$ cat config.mk
export PLATFORM = sky130hd
export DESIGN_NAME = axi4l_burst_responder_flat
export DESIGN_NICKNAME = d
export VERILOG_FILES = /design/src/rtl/axi4l_burst_responder_if.sv /design/src/rtl/axi4l_burst_responder.sv /design/src/flat_wrapper.sv
export SDC_FILE = /design/constraint.sdc
export NUM_CORES = 1
export LEC_CHECK = 0
export CAP_MARGIN = 10
export CORE_MARGIN = 2
export CORE_UTILIZATION = 45
export CTS_CLUSTER_SIZE = 25
export DETAILED_ROUTE_END_ITERATION = 8
export GPL_ROUTABILITY_DRIVEN = 0
export HOLD_SLACK_MARGIN = 0.12
export PLACE_DENSITY = 0.71
export SETUP_SLACK_MARGIN = 0.3
export SYNTH_ARGS = -nofsm -noshare
export SYNTH_HDL_FRONTEND = slang
export SYNTH_SLANG_ARGS = --single-unit
$ cat constraint.sdc
create_clock -name clk -period 4.1 [get_ports clk]
set_input_delay 0.82 -clock clk [delete_from_list [all_inputs] [get_ports clk]]
set_output_delay 0.82 -clock clk [all_outputs]
set_load 0.02 [all_outputs]
$ cat src/rtl/axi4l_burst_responder_if.sv
// AXI4-Lite write/read channel bundle used by axi4l_burst_responder.
// master drives requests and response-ready; slave drives the responses.
interface axi4l_burst_responder_if #(
  parameter int unsigned ADDR_W = 64,
  parameter int unsigned DATA_W = 32
);
  logic [ADDR_W-1:0]   s_awaddr;
  logic                s_awvalid;
  logic                s_awready;
  logic [DATA_W-1:0]   s_wdata;
  logic [DATA_W/8-1:0] s_wstrb;
  logic                s_wvalid;
  logic                s_wready;
  logic [1:0]          s_bresp;
  logic                s_bvalid;
  logic                s_bready;
  logic [ADDR_W-1:0]   s_araddr;
  logic                s_arvalid;
  logic                s_arready;
  logic [DATA_W-1:0]   s_rdata;
  logic [1:0]          s_rresp;
  logic                s_rvalid;
  logic                s_rready;

  modport master (
    output s_awaddr, s_awvalid, s_wdata, s_wstrb, s_wvalid, s_bready,
    output s_araddr, s_arvalid, s_rready,
    input  s_awready, s_wready, s_bresp, s_bvalid,
    input  s_arready, s_rdata, s_rresp, s_rvalid
  );

  modport slave (
    input  s_awaddr, s_awvalid, s_wdata, s_wstrb, s_wvalid, s_bready,
    input  s_araddr, s_arvalid, s_rready,
    output s_awready, s_wready, s_bresp, s_bvalid,
    output s_arready, s_rdata, s_rresp, s_rvalid
  );
endinterface

$ cat src/rtl/axi4l_burst_responder.sv
// AXI4-Lite responder backed by a local word memory; AW and W are held independently
// and commit together, reads return one cycle after the AR handshake.
module axi4l_burst_responder #(
  parameter int unsigned AXI_ADDR_WIDTH = 64,
  parameter int unsigned AXI_DATA_WIDTH = 32,
  parameter int unsigned MEM_DEPTH      = 16,
  parameter logic [63:0] BASE_ADDR      = 64'd0,
  parameter int unsigned CNT_WIDTH      = 8
) (
  input  logic                     clk,
  input  logic                     arst,
  input  logic                     run,
  axi4l_burst_responder_if.slave   s_axi,
  output logic [CNT_WIDTH-1:0]     o_wr_count
);

  localparam int unsigned STRB_W = AXI_DATA_WIDTH / 8;
  localparam int unsigned IDX_W  = (MEM_DEPTH > 1) ? $clog2(MEM_DEPTH) : 1;
  localparam logic [AXI_ADDR_WIDTH-1:0] BASE      = AXI_ADDR_WIDTH'(BASE_ADDR);
  localparam logic [AXI_ADDR_WIDTH-1:0] MEM_BYTES = AXI_ADDR_WIDTH'(4 * MEM_DEPTH);
  localparam logic [1:0] RESP_OKAY   = 2'b00;
  localparam logic [1:0] RESP_SLVERR = 2'b10;
  localparam logic [0:0] RD_IDLE = 1'b0;
  localparam logic [0:0] RD_DATA = 1'b1;

  // Extra MSB captures the borrow so a < BASE needs no constant compare.
  function automatic logic addr_ok(input logic [AXI_ADDR_WIDTH-1:0] a);
    logic [AXI_ADDR_WIDTH:0] off;
    off = {1'b0, a} - {1'b0, BASE};
    return !off[AXI_ADDR_WIDTH] && (off[AXI_ADDR_WIDTH-1:0] < MEM_BYTES) && (a[1:0] == 2'b00);
  endfunction

  function automatic logic [IDX_W-1:0] word_idx(input logic [AXI_ADDR_WIDTH-1:0] a);
    logic [AXI_ADDR_WIDTH-1:0] off;
    off = a - BASE;
    return IDX_W'(off >> 2);
  endfunction

  logic [AXI_DATA_WIDTH-1:0] r_mem [MEM_DEPTH];

  logic                      r_aw_full;
  logic                      r_w_full;
  logic [AXI_ADDR_WIDTH-1:0] r_awaddr;
  logic [AXI_DATA_WIDTH-1:0] r_wdata;
  logic [STRB_W-1:0]         r_wstrb;
  logic                      r_bvalid;
  logic [1:0]                r_bresp;
  logic [CNT_WIDTH-1:0]      r_wr_count;
  logic [0:0]                r_rd_state;
  logic [AXI_DATA_WIDTH-1:0] r_rdata;
  logic [1:0]                r_rresp;

  logic                      w_aw_hs;
  logic                      w_w_hs;
  logic                      w_ar_hs;
  logic                      w_commit;
  logic                      w_wr_ok;
  logic                      w_rd_ok;
  logic [AXI_ADDR_WIDTH-1:0] w_wr_addr;
  logic [AXI_DATA_WIDTH-1:0] w_wr_data;
  logic [STRB_W-1:0]         w_wr_strb;
  logic [IDX_W-1:0]          w_wr_idx;
  logic [IDX_W-1:0]          w_rd_idx;

  assign s_axi.s_awready = arst & ~r_aw_full & ~r_bvalid;
  assign s_axi.s_wready  = arst & ~r_w_full & ~r_bvalid;
  assign s_axi.s_arready = arst & (r_rd_state == RD_IDLE);
  assign s_axi.s_bvalid  = r_bvalid;
  assign s_axi.s_bresp   = r_bresp;
  assign s_axi.s_rvalid  = (r_rd_state == RD_DATA);
  assign s_axi.s_rdata   = r_rdata;
  assign s_axi.s_rresp   = r_rresp;
  assign o_wr_count      = r_wr_count;

  assign w_aw_hs = s_axi.s_awvalid & s_axi.s_awready;
  assign w_w_hs  = s_axi.s_wvalid & s_axi.s_wready;
  assign w_ar_hs = s_axi.s_arvalid & s_axi.s_arready;

  // Commit as soon as both halves are present, including a same-cycle handshake.
  assign w_commit  = arst & (r_aw_full | w_aw_hs) & (r_w_full | w_w_hs);
  assign w_wr_addr = r_aw_full ? r_awaddr : s_axi.s_awaddr;
  assign w_wr_data = r_w_full ? r_wdata : s_axi.s_wdata;
  assign w_wr_strb = r_w_full ? r_wstrb : s_axi.s_wstrb;
  assign w_wr_ok   = addr_ok(w_wr_addr);
  assign w_wr_idx  = word_idx(w_wr_addr);
  assign w_rd_ok   = addr_ok(s_axi.s_araddr);
  assign w_rd_idx  = word_idx(s_axi.s_araddr);

  always_ff @(posedge clk) begin
    if (!arst) begin
      r_aw_full <= 1'b0;
      r_w_full  <= 1'b0;
      r_awaddr  <= '0;
      r_wdata   <= '0;
      r_wstrb   <= '0;
    end else begin
      if (w_commit) begin
        r_aw_full <= 1'b0;
        r_w_full  <= 1'b0;
      end else begin
        if (w_aw_hs) r_aw_full <= 1'b1;
        if (w_w_hs)  r_w_full  <= 1'b1;
      end
      if (w_aw_hs) r_awaddr <= s_axi.s_awaddr;
      if (w_w_hs) begin
        r_wdata <= s_axi.s_wdata;
        r_wstrb <= s_axi.s_wstrb;
      end
    end
  end

  always_ff @(posedge clk) begin
    if (!arst) begin
      r_bvalid <= 1'b0;
      r_bresp  <= RESP_OKAY;
    end else if (w_commit) begin
      r_bvalid <= 1'b1;
      r_bresp  <= w_wr_ok ? RESP_OKAY : RESP_SLVERR;
    end else if (r_bvalid && s_axi.s_bready) begin
      r_bvalid <= 1'b0;
    end
  end

  always_ff @(posedge clk) begin
    if (!arst) begin
      r_wr_count <= '0;
    end else if (!run) begin
      r_wr_count <= '0;
    end else if (w_commit && w_wr_ok) begin
      r_wr_count <= r_wr_count + CNT_WIDTH'(1);
    end
  end

  // Memory is not reset; w_commit is already gated by arst.
  always_ff @(posedge clk) begin
    if (w_commit && w_wr_ok) begin
      for (int b = 0; b < int'(STRB_W); b++) begin
        if (w_wr_strb[b]) r_mem[w_wr_idx][8*b +: 8] <= w_wr_data[8*b +: 8];
      end
    end
  end

  always_ff @(posedge clk) begin
    if (!arst) begin
      r_rd_state <= RD_IDLE;
      r_rdata    <= '0;
      r_rresp    <= RESP_OKAY;
    end else begin
      case (r_rd_state)
        RD_IDLE: begin
          if (w_ar_hs) begin
            r_rd_state <= RD_DATA;
            r_rdata    <= w_rd_ok ? r_mem[w_rd_idx] : '0;
            r_rresp    <= w_rd_ok ? RESP_OKAY : RESP_SLVERR;
          end
        end
        RD_DATA: begin
          if (s_axi.s_rready) r_rd_state <= RD_IDLE;
        end
        default: r_rd_state <= RD_IDLE;
      endcase
    end
  end

endmodule

$ cat src/flat_wrapper.sv
// flat-port wrapper written by rule: the top's interface ports become plain ports
module axi4l_burst_responder_flat 
#(
  parameter int unsigned AXI_ADDR_WIDTH = 64,
  parameter int unsigned AXI_DATA_WIDTH = 32,
  parameter int unsigned MEM_DEPTH      = 16,
  parameter logic [63:0] BASE_ADDR      = 64'd0,
  parameter int unsigned CNT_WIDTH      = 8
)
  (clk, arst, run, o_wr_count, s_axi_s_awaddr, s_axi_s_awvalid, s_axi_s_wdata, s_axi_s_wstrb, s_axi_s_wvalid, s_axi_s_bready, s_axi_s_araddr, s_axi_s_arvalid, s_axi_s_rready, s_axi_s_awready, s_axi_s_wready, s_axi_s_bresp, s_axi_s_bvalid, s_axi_s_arready, s_axi_s_rdata, s_axi_s_rresp, s_axi_s_rvalid);
  axi4l_burst_responder_if #(.ADDR_W((64)), .DATA_W((32))) s_axi_i ();
  input  logic clk;
  input  logic arst;
  input  logic run;
  output logic [CNT_WIDTH-1:0] o_wr_count;
  input wire logic [$bits(s_axi_i.s_awaddr)-1:0] s_axi_s_awaddr;
  input wire logic [$bits(s_axi_i.s_awvalid)-1:0] s_axi_s_awvalid;
  input wire logic [$bits(s_axi_i.s_wdata)-1:0] s_axi_s_wdata;
  input wire logic [$bits(s_axi_i.s_wstrb)-1:0] s_axi_s_wstrb;
  input wire logic [$bits(s_axi_i.s_wvalid)-1:0] s_axi_s_wvalid;
  input wire logic [$bits(s_axi_i.s_bready)-1:0] s_axi_s_bready;
  input wire logic [$bits(s_axi_i.s_araddr)-1:0] s_axi_s_araddr;
  input wire logic [$bits(s_axi_i.s_arvalid)-1:0] s_axi_s_arvalid;
  input wire logic [$bits(s_axi_i.s_rready)-1:0] s_axi_s_rready;
  output wire logic [$bits(s_axi_i.s_awready)-1:0] s_axi_s_awready;
  output wire logic [$bits(s_axi_i.s_wready)-1:0] s_axi_s_wready;
  output wire logic [$bits(s_axi_i.s_bresp)-1:0] s_axi_s_bresp;
  output wire logic [$bits(s_axi_i.s_bvalid)-1:0] s_axi_s_bvalid;
  output wire logic [$bits(s_axi_i.s_arready)-1:0] s_axi_s_arready;
  output wire logic [$bits(s_axi_i.s_rdata)-1:0] s_axi_s_rdata;
  output wire logic [$bits(s_axi_i.s_rresp)-1:0] s_axi_s_rresp;
  output wire logic [$bits(s_axi_i.s_rvalid)-1:0] s_axi_s_rvalid;
  assign s_axi_i.s_awaddr = s_axi_s_awaddr;
  assign s_axi_i.s_awvalid = s_axi_s_awvalid;
  assign s_axi_i.s_wdata = s_axi_s_wdata;
  assign s_axi_i.s_wstrb = s_axi_s_wstrb;
  assign s_axi_i.s_wvalid = s_axi_s_wvalid;
  assign s_axi_i.s_bready = s_axi_s_bready;
  assign s_axi_i.s_araddr = s_axi_s_araddr;
  assign s_axi_i.s_arvalid = s_axi_s_arvalid;
  assign s_axi_i.s_rready = s_axi_s_rready;
  assign s_axi_s_awready = s_axi_i.s_awready;
  assign s_axi_s_wready = s_axi_i.s_wready;
  assign s_axi_s_bresp = s_axi_i.s_bresp;
  assign s_axi_s_bvalid = s_axi_i.s_bvalid;
  assign s_axi_s_arready = s_axi_i.s_arready;
  assign s_axi_s_rdata = s_axi_i.s_rdata;
  assign s_axi_s_rresp = s_axi_i.s_rresp;
  assign s_axi_s_rvalid = s_axi_i.s_rvalid;
  axi4l_burst_responder #(.AXI_ADDR_WIDTH(AXI_ADDR_WIDTH), .AXI_DATA_WIDTH(AXI_DATA_WIDTH), .MEM_DEPTH(MEM_DEPTH), .BASE_ADDR(BASE_ADDR), .CNT_WIDTH(CNT_WIDTH)) u_core (.clk(clk), .arst(arst), .run(run), .s_axi(s_axi_i), .o_wr_count(o_wr_count));
endmodule
==> run summary <==
result of the run -> finished clean
horizontal die dimension -> 244 µm
buffers added on ports -> 218
count of different cell masters after synthesis -> 49
vias in the first global route -> 15500
number of fill cells in the layout -> 4515
routed vias/inst -> 5.63
period utilization -> 78.4%
CTS sink count -> 658
R2R cell count -> 10
critical path buffer and inverter count -> 2
Core Region -> 57500 µm²
DRC violations left -> 0
part of the power in registers -> 51.8%
HPWL after DPL -> 46100 µm
Post-Route Setup TNS -> 0 ps
CTS Buffer Depth -> 3
Overflow after GRT -> 0
most common cell after layout, fill and taps aside -> sky130_fd_sc_hd__edfxtp_1
Worst Path Max Fanout -> 22
leakage power -> 10.2 nW
number of core rows -> 88
combinational share of power -> 7.2%
number of buffers created by CTS -> 67
Final Hold Violating Endpoints -> 0
portion of the post-synthesis area used by sequential elements -> 70.3%
maximum achievable frequency -> 0.311 GHz
max cap viols -> 0
Max VDD drop -> 0.000283 V
post-placement worst setup slack -> 576 ps
switching pwr -> 3.13 mW
total via count after detailed routing -> 15200
ordered cell list for the critical path -> buf_4, nand2b_1, nor2_1, clkdlybuf4s50_1
first element of the critical path -> u_core.r_aw_full
height of the die -> 244 µm
R2R Path End -> u_core.r_mem[0][28]
n_diodes -> 0
cell family with the largest share of critical-path delay -> buffers and inverters
total I/O pin count -> 221
internal portion of total power -> 11.0 mW
initial antenna violation count -> 3
number of register bits inferred by synthesis -> 658
flop2flop setup slack -> 1000 ps
Placement Cell Area -> 29500 µm²
critical path data arrival time -> 2390 ps
Post-Syn Area -> 26000 µm²
worst clock skew on the final layout -> 32.2 ps
Overall Global Routing Usage -> 23.0%
maximum number of pins on one net before global-route repair -> 67
endpoint type of the worst setup path -> output pin
full die area -> 59800 µm²
Clk pwr share -> 41.0%
Final Max Slew Viols -> 0
switching share of power -> 22.2%
final-layout worst hold slack -> 442 ps
share of post-route cells with drive strength above 1 -> 21.2%
initial standard-cell utilization of the core -> 45.3%
CTS tree -> built
min Tclk post-route -> 3210 ps
per-cell routed wire length -> 25.3 µm
post-CTS setup buffers -> 0
setup repair after global routing missed its margin -> no
starting DRC count in detailed routing -> 1418
Hold Crit Class -> flip-flop to flip-flop
worst path required time -> 3280 ps
Worst R2R Start -> u_core.r_aw_full
Layout Nets -> 2053
Pre-Repair DR Iteration Count -> 6
Avg Synthesized Cell Area -> 16.4 µm²
top library cells by usage in the layout, fill and taps aside -> 512 x sky130_fd_sc_hd__edfxtp_1, 265 x sky130_fd_sc_hd__nand2_1, 213 x sky130_fd_sc_hd__clkdlybuf4s50_1
pin slew with the least headroom to its limit -> 1180 ps
depth of the CTS H-tree -> 3
insertion delay of the later-clocked pin in the worst-skew pair -> 620 ps
total number of cells along the worst setup path -> 4
total routed wirelength -> 68200 µm
number of cells produced by synthesis -> 1591
setup-violating endpoint count in the final report -> 0
CTS resizes -> 0
max-slew headroom at the worst pin -> 21.3%
antenna-violating nets left -> 0
global-route wire length before repair -> 99800 µm
Syn. warnings -> 0
CP peak stage delay -> 650 ps
clock root buffer -> sky130_fd_sc_hd__clkbuf_16
Power Dens Cells -> 447 nW/µm²
critical setup path kind -> flip-flop to output pin
layout overhead on the synthesized area -> 21.4%
setup slack after layout -> 886 ps
final instance area -> 31600 µm²
hold-fix buffer count after cts -> 0
critical path launch point type -> flip-flop
post-CTS clock slew at the launch and capture registers of the worst setup and hold paths -> 60 ps
master of the slowest instance on the critical path -> sky130_fd_sc_hd__clkdlybuf4s50_1
destination of the critical timing path -> s_axi_s_awready
-- kinds of logic (layout without fill, tap and decap cells) --
family | Yosys count | in the layout | share of synthesized area [%]
adder cells (fa/ha/maj) | 1 | 1 | 0.0481
AO/OA/AOI/OAI | 169 | 169 | 4.46
other | 1 | 2 | 0.0144
multiplexers | 196 | 196 | 15.4
flip-flops | 658 | 658 | 70.3
AND/OR/NAND/NOR | 441 | 441 | 7.63
buffers and inverters | 125 | 467 | 2.13
-- worst min-delay path, delay by kind of cell, from the launching register on --
| kind | cells | cell delay [ps] |
|---|---|---|
| DFF | 1 | 310 |
| and+or+nand+nor | 1 | 50 |
| AOI/OAI and AO/OA | 1 | 50 |
-- metal layers --
layer	GRT usage, %	part of all wire, %	vias to the layer above
li1	-	-	6683
met4	7.66	3.2	6
met1	29.7	39	7566
met5	0	0.062	-
met3	5.84	9.5	122
met2	38.2	49	817
-- cell usage after synthesis (all sizes together) --
| library cell | instances | area, µm² |
|---|---|---|
| mux2 | 36 | 405 |
| o221ai | 1 | 8.76 |
| or3 | 2 | 12.5 |
| clkbuf | 51 | 191 |
| mux4 | 160 | 3600 |
| or4 | 1 | 7.51 |
| a21boi | 100 | 751 |
| and2 | 4 | 25.0 |
| dfxtp | 146 | 2920 |
| nand3b | 4 | 30.0 |
| a221oi | 1 | 15.0 |
| a31o | 3 | 26.3 |
| a22oi | 1 | 7.51 |
| o22a | 1 | 8.76 |
| ha | 1 | 12.5 |
| a21o | 1 | 7.51 |
| o41ai | 3 | 26.3 |
| buf | 38 | 229 |
| nor2b | 1 | 6.26 |
| nor4 | 36 | 257 |
| nor4b | 5 | 50.0 |
| clkinv | 31 | 116 |
| nand2 | 267 | 1000 |
| nand3 | 10 | 100 |
| o21ai | 42 | 210 |
| and3 | 1 | 6.26 |
| inv | 5 | 18.8 |
| o31ai | 2 | 15.0 |
| nor3 | 9 | 45.0 |
| nand2b | 8 | 50.1 |
| nand4b | 2 | 17.5 |
| a21oi | 9 | 45.0 |
| o211a | 1 | 10.0 |
| o22ai | 1 | 6.26 |
| conb | 1 | 3.75 |
| a211oi | 1 | 7.51 |
| nor2 | 78 | 295 |
| edfxtp | 512 | 15400 |
| o21a | 2 | 15.0 |
| nand4 | 13 | 81.3 |
-- worst min path at each step --
stage,startpoint,endpoint,slack [ps],cells past startpoint
after floorplan,u_core.r_wdata[10],u_core.r_wdata[10],430,2
after global placement,u_core.s_axi.s_rdata[27],u_core.s_axi.s_rdata[27],430,2
after detailed placement,u_core.s_axi.s_rdata[0],u_core.s_axi.s_rdata[0],440,2
after CTS,u_core.s_axi.s_rdata[25],u_core.s_axi.s_rdata[25],450,2
after global routing,u_core.s_axi.s_rdata[26],u_core.s_axi.s_rdata[26],470,2
final,u_core.s_axi.s_rdata[3],u_core.s_axi.s_rdata[3],440,2
-- layout make-up --
cell class | instances | area [µm²] | share of cell area [%]
Inverter | 36 | 135 | 0.428
Timing Repair Buffer | 308 | 2950 | 9.32
Clock inverter | 35 | 267 | 0.843
Multi-Input combinational cell | 809 | 7180 | 22.7
Tap cell | 765 | 957 | 3.03
Clock buffer | 88 | 1820 | 5.75
Sequential cell | 658 | 18300 | 57.9
-- power groups by stage --
stage               clock [mW]  combinational, mW  sequential [mW]
global placement             0               1.01             7.46
finish                    5.79               1.02             7.32
floorplan                    0              0.540             7.46
CTS                       5.90               1.03             7.32
detailed placement           0               1.03             7.46
global route              6.15               1.09             7.32
-- sequential cells by signal, indices dropped and copies added (netlist names) --
name and flops:
u_core.r_wdata 32, u_core.r_mem 512, u_core.s_axi.s_rdata 32, u_core.o_wr_count 8
u_core.r_w_full 1, u_core.r_wstrb 4, u_core.s_axi.s_rresp 1, u_core.r_awaddr 64
u_core.r_aw_full 1, u_core.s_axi.s_bvalid 1, u_core.s_axi.s_bresp 1, u_core.s_axi.s_rvalid 1
-- through the flow --
stage,total power [mW],cells,utilization (%)
after CTS,14.2,2699,55.0
after detailed placement,8.49,2576,51.4
after global placement,8.47,2576,51.4
after global routing,14.6,2699,55.0
final,14.1,2699,55.0
after floorplan,8.00,1592,-
No activity file was read; power rests on OpenSTA's default activity.
